--- config.mk ---
export PLATFORM = sky130hd
export DESIGN_NAME = sequence_player
export DESIGN_NICKNAME = d
export VERILOG_FILES = /design/src/rtl/sequence_player.sv
export SDC_FILE = /design/constraint.sdc
export NUM_CORES = 1
export LEC_CHECK = 0
export CAP_MARGIN = 20
export CORE_MARGIN = 2
export CORE_UTILIZATION = 45
export CTS_CLUSTER_SIZE = 8
export DETAILED_ROUTE_END_ITERATION = 10
export MAX_ROUTING_LAYER = met4
export PLACE_DENSITY = 0.66
export SYNTH_ARGS = -nofsm -noshare
export SYNTH_HDL_FRONTEND = slang
export SYNTH_SLANG_ARGS = --single-unit
--- constraint.sdc ---
create_clock -name clk -period 5.5 [get_ports clk]
set_clock_uncertainty 0.2 [all_clocks]
set_input_delay 1.1 -clock clk [delete_from_list [all_inputs] [get_ports clk]]
set_output_delay 1.1 -clock clk [all_outputs]
set_load 0.05 [all_outputs]
--- src/rtl/sequence_player.sv ---
// ---------------------------------------------------------------------------
// sequence_player
//
// Plays a pseudo-random sequence of colored LED flashes. Each step lights one
// of four LEDs for ON_CYCLES clocks, then leaves all LEDs dark for
// OFF_CYCLES clocks. The color of each step comes from an 8-bit LFSR that is
// seeded at start, so the same seed always reproduces the same sequence.
//
// Parameters
//   ON_CYCLES   clocks each step's LED is lit        (1 .. 2^24-1)
//   OFF_CYCLES  clocks of dark gap after each step   (1 .. 2^24-1)
//
// Ports
//   clk        in   single clock, rising-edge
//   rst        in   synchronous active-high reset
//   start      in   request playback (sampled only in IDLE)
//   abort      in   cancel playback, return to IDLE without a done pulse
//   round_len  in   number of steps to play (latched at start)
//   seed       in   LFSR seed (latched at start; 0 is treated as 1)
//   led        out  one-hot lit color, 0 when dark
//   color      out  color index of the current step, valid while busy
//   step_idx   out  zero-based index of the current step
//   busy       out  high while a step is lit or in its gap
//   done       out  one-cycle pulse when playback completes normally
// ---------------------------------------------------------------------------
module sequence_player #(
    parameter int unsigned ON_CYCLES  = 8,
    parameter int unsigned OFF_CYCLES = 4
) (
    input  logic       clk,
    input  logic       rst,
    input  logic       start,
    input  logic       abort,
    input  logic [3:0] round_len,
    input  logic [7:0] seed,
    output logic [3:0] led,
    output logic [1:0] color,
    output logic [3:0] step_idx,
    output logic       busy,
    output logic       done
);

    localparam logic [23:0] ON_T  = 24'(ON_CYCLES);
    localparam logic [23:0] OFF_T = 24'(OFF_CYCLES);

    typedef enum logic [1:0] {
        IDLE,
        SHOW,
        GAP,
        DONE
    } state_t;

    state_t      state,    state_nxt;
    logic [23:0] timer,    timer_nxt;
    logic [7:0]  lfsr,     lfsr_nxt;
    logic [3:0]  len_q,    len_nxt;
    logic [3:0]  step_q,   step_nxt;
    logic [1:0]  color_q,  color_nxt;

    logic [7:0]  seed_eff;
    logic [7:0]  lfsr_adv;
    logic        last_step;

    // A zero seed would lock the LFSR at zero, so it is replaced by 1.
    assign seed_eff  = (seed == 8'h00) ? 8'h01 : seed;
    assign lfsr_adv  = {lfsr[6:0], lfsr[7] ^ lfsr[5] ^ lfsr[4] ^ lfsr[3]};
    assign last_step = ({1'b0, step_q} + 5'd1) == {1'b0, len_q};

    // -----------------------------------------------------------------------
    // State register
    // -----------------------------------------------------------------------
    always_ff @(posedge clk) begin
        if (rst) begin
            state   <= IDLE;
            timer   <= '0;
            lfsr    <= 8'h01;
            len_q   <= '0;
            step_q  <= '0;
            color_q <= '0;
        end else begin
            state   <= state_nxt;
            timer   <= timer_nxt;
            lfsr    <= lfsr_nxt;
            len_q   <= len_nxt;
            step_q  <= step_nxt;
            color_q <= color_nxt;
        end
    end

    // -----------------------------------------------------------------------
    // Next-state logic
    // -----------------------------------------------------------------------
    always_comb begin
        state_nxt = state;
        timer_nxt = timer;
        lfsr_nxt  = lfsr;
        len_nxt   = len_q;
        step_nxt  = step_q;
        color_nxt = color_q;

        if (abort) begin
            state_nxt = IDLE;
        end else begin
            unique case (state)
                IDLE: begin
                    if (start) begin
                        step_nxt = '0;
                        if (round_len == 4'd0) begin
                            state_nxt = DONE;
                        end else begin
                            state_nxt = SHOW;
                            len_nxt   = round_len;
                            lfsr_nxt  = seed_eff;
                            color_nxt = seed_eff[1:0];
                            timer_nxt = ON_T;
                        end
                    end
                end

                SHOW: begin
                    // Timer counts down to 1, so a load of N gives N cycles.
                    if (timer <= 24'd1) begin
                        state_nxt = GAP;
                        timer_nxt = OFF_T;
                        lfsr_nxt  = lfsr_adv;
                    end else begin
                        timer_nxt = timer - 24'd1;
                    end
                end

                GAP: begin
                    if (timer <= 24'd1) begin
                        if (last_step) begin
                            state_nxt = DONE;
                            timer_nxt = '0;
                        end else begin
                            state_nxt = SHOW;
                            step_nxt  = step_q + 4'd1;
                            timer_nxt = ON_T;
                            // LFSR already advanced on the SHOW->GAP edge.
                            color_nxt = lfsr[1:0];
                        end
                    end else begin
                        timer_nxt = timer - 24'd1;
                    end
                end

                DONE: begin
                    state_nxt = IDLE;
                end

                default: begin
                    state_nxt = IDLE;
                end
            endcase
        end
    end

    // -----------------------------------------------------------------------
    // Outputs, decoded from the registered state
    // -----------------------------------------------------------------------
    always_comb begin
        led      = '0;
        busy     = 1'b0;
        done     = 1'b0;
        color    = color_q;
        step_idx = step_q;

        unique case (state)
            SHOW: begin
                led  = 4'(4'b0001 << lfsr[1:0]);
                busy = 1'b1;
            end
            GAP: begin
                busy = 1'b1;
            end
            DONE: begin
                done = 1'b1;
            end
            default: begin
                led = '0;
            end
        endcase
    end

endmodule

==> reports/summary.txt <==
First-pass GRT wire length: 9960 µm
Synth Register Bits: 44
Post-Layout Inst Area: 0.00301 mm²
Sink Count: 44
Synth unique cells: 53
Top_reg_cell synth: dfxtp_1
Max_cap viols: 0
Finished Core Util: 0.544
Yosys warns: 0
Post-Syn Nets: 327
FMAX: 249 MHz
Most common cell in the netlist: dfxtp_1
Switching share of power: 0.353
DR WL/cell: 14.5 µm
Arrival time at the worst endpoint: 2.71 ns
Maximum fanout along the worst path: 14
Port bufs: 27
DRT Pass-1 Iters: 4
Lkg Pwr: 1.10 nW
CP Launch Type: flip-flop
Worst path required time: 4.20 ns
Psw: 0.305 mW
Average size of a mapped cell: 8.56 µm²
Synth top area share: 0.338
Crit path time final: 4.01 ns
EDFF count, synth: 0
Worst Hold Margin: 0.267 ns
GRT overflow: 0
WL final: 5790 µm
Max-slew violations: 0
Worst-margin pin slew: 0.744 ns
Initial Util: 0.470
Pint: 0.560 mW
Clock share of power: 0.242
Syn Std Cell Area: 0.00260 mm²
CTS H-tree lvls: 2
Final nets: 350
Initial DRC Count: 185
Total number of vias: 2280
Post-CTS setup buffers: 0
Setup CP Type: flip-flop to primary output
Post-CTS Resized: 0
GP Congestion: 0.810
Total power: 0.865 mW
Placed instance area: 0.00292 mm²
Reg power frac: 0.426
CP endpoint kind: primary output
Clk buf depth: 2
Largest net degree at the start of global routing: 22
Die width: 80.1 µm
Die H: 80.1 µm
Setup-failing EPs final: 0
Initial antenna violation count: 0
Root Driver: clkbuf_8
DRC: 0
P&R area growth vs syn: 15.8%
Post-synth top cells: dfxtp_1, nor2_1, xor2_1, nand2_1
Setup TNS: 0 ns
Hold_buf cts: 0
Register area share after synthesis: 0.338
Pwr Density: 287 mW/mm²
Total die area: 0.00641 mm²
Final hold vios: 0
Dpl hpwl: 4180 µm
Reg clk slew, reported paths: 0.08 ns
Core ar.: 0.00554 mm²
Crit share post-route: 0.730
TritonCTS clock tree: yes
Cells after Synth: 304
Post-synth top area cell: dfxtp_1
Peak VDD IR: 0.212 mV
RSZ-0062 raised after global routing: false
Status: finished clean
Layout cells sized above 1: 0.0640
Min-delay worst type: flip-flop to flip-flop
Async S/R FF share, synth: 0
Slew headroom: 0.502
Top cells by area, synth: dfxtp_1, xor2_1, nor2_1, mux2i_1, ha_1
N_diodes: 0
Vias per Instance: 5.70
TritonCTS Buffers: 5
GR Util All Layers: 0.199
Vias in the first global route: 2064
Row count: 27
ANT nets after route: 0
Clock Latency Late Sink: 0.29 ns
Fill cells: 538
Combinational power share: 0.332
Io pins: 28
placed cells by master, fill, tap and decap left out, types with 2 or more instances in the layout:
cell / synthesis / routed
a2111o_1: 2 / 2
a2111oi_2: 2 / 2
a211oi_1: 3 / 3
a21oi_1: 12 / 12
a311oi_1: 6 / 6
a31oi_1: 3 / 3
a41oi_1: 2 / 2
and3_1: 4 / 4
buf_4: 0 / 4
clkbuf_1: 8 / 2
clkbuf_8: 0 / 6
clkdlybuf4s50_1: 0 / 27
dfxtp_1: 44 / 44
ha_1: 7 / 7
inv_1: 8 / 8
mux2i_1: 12 / 12
nand2_1: 18 / 18
nand2b_1: 3 / 3
nand3_1: 9 / 9
nand4_1: 12 / 12
nand4b_1: 3 / 3
nor2_1: 34 / 34
nor2b_1: 5 / 5
nor3_1: 12 / 12
nor3b_1: 3 / 3
nor4_1: 12 / 12
o211a_1: 2 / 2
o21ai_0: 10 / 9
o32ai_1: 2 / 2
or3_1: 3 / 3
or3_4: 2 / 2
or4_1: 7 / 7
xnor2_1: 9 / 9
xor2_1: 19 / 19
worst max-delay path, cell delays in order (launching register included):
cell,delay (ns)
dfxtp_1,0.35
inv_1,0.11
ha_1,0.56
inv_1,0.30
nor3b_1,0.26
clkdlybuf4s50_1,0.83
flip-flops by register name (all words and copies together) (netlist names):
name	cells
timer	24
state	2
lfsr	8
color	2
len_q	4
step_idx	4
through the flow:
step                cells  setup WS [ns]
floorplan             304           2.29
global placement      392           1.91
detailed placement    392           1.81
CTS                   400           1.46
global route          400           1.26
finish                400           1.49
power groups by stage:
stage / Clock [mW] / Sequential (mW) / Combinational [mW]
global route: 0.233 / 0.374 / 0.319
finish: 0.210 / 0.368 / 0.287
global placement: 0 / 0.375 / 0.283
CTS: 0.217 / 0.368 / 0.286
detailed placement: 0 / 0.376 / 0.284
floorplan: 0 / 0.376 / 0.222
worst paths after layout:
path	from	end	slack [ns]	cells after the start
min reg2reg	color[0]	color[0]	0.27	2
max reg2reg	state[1]	lfsr[7]	2.65	6
max	state[1]	led[1]	1.49	5
min	color[0]	color[0]	0.27	2
cell type report:
cell class / instances / area [µm²] / area share
timing repair buffer: 31 / 300 / 0.0997
inverter: 9 / 33.8 / 0.0112
clock buffer: 8 / 90.1 / 0.0299
multi-input combinational: 236 / 1620 / 0.537
tap: 72 / 90.1 / 0.0299
sequential: 44 / 881 / 0.292
layer usage:
layer  track usage  vias up  share of wire
li1              -     1190              -
met1         0.268     1038           0.49
met2         0.309       43           0.46
met3        0.0371        9          0.042
met4        0.0492        0          0.011
met5             -        -              0
cells by family (layout without fill, tap and decap cells):
| logic type | after synthesis | count (layout) | share of synthesized area |
|---|---|---|---|
| AO/OA/AOI/OAI | 56 | 56 | 0.172 |
| buffers and inverters | 24 | 48 | 0.0399 |
| adder cells (fa/ha/maj) | 7 | 7 | 0.0337 |
| AND/OR/NAND/NOR | 132 | 132 | 0.271 |
| flip-flops | 44 | 44 | 0.338 |
| XOR/XNOR | 28 | 28 | 0.0942 |
| multiplexers | 13 | 13 | 0.0505 |
Note: power is estimated with default switching activity, not from simulation.
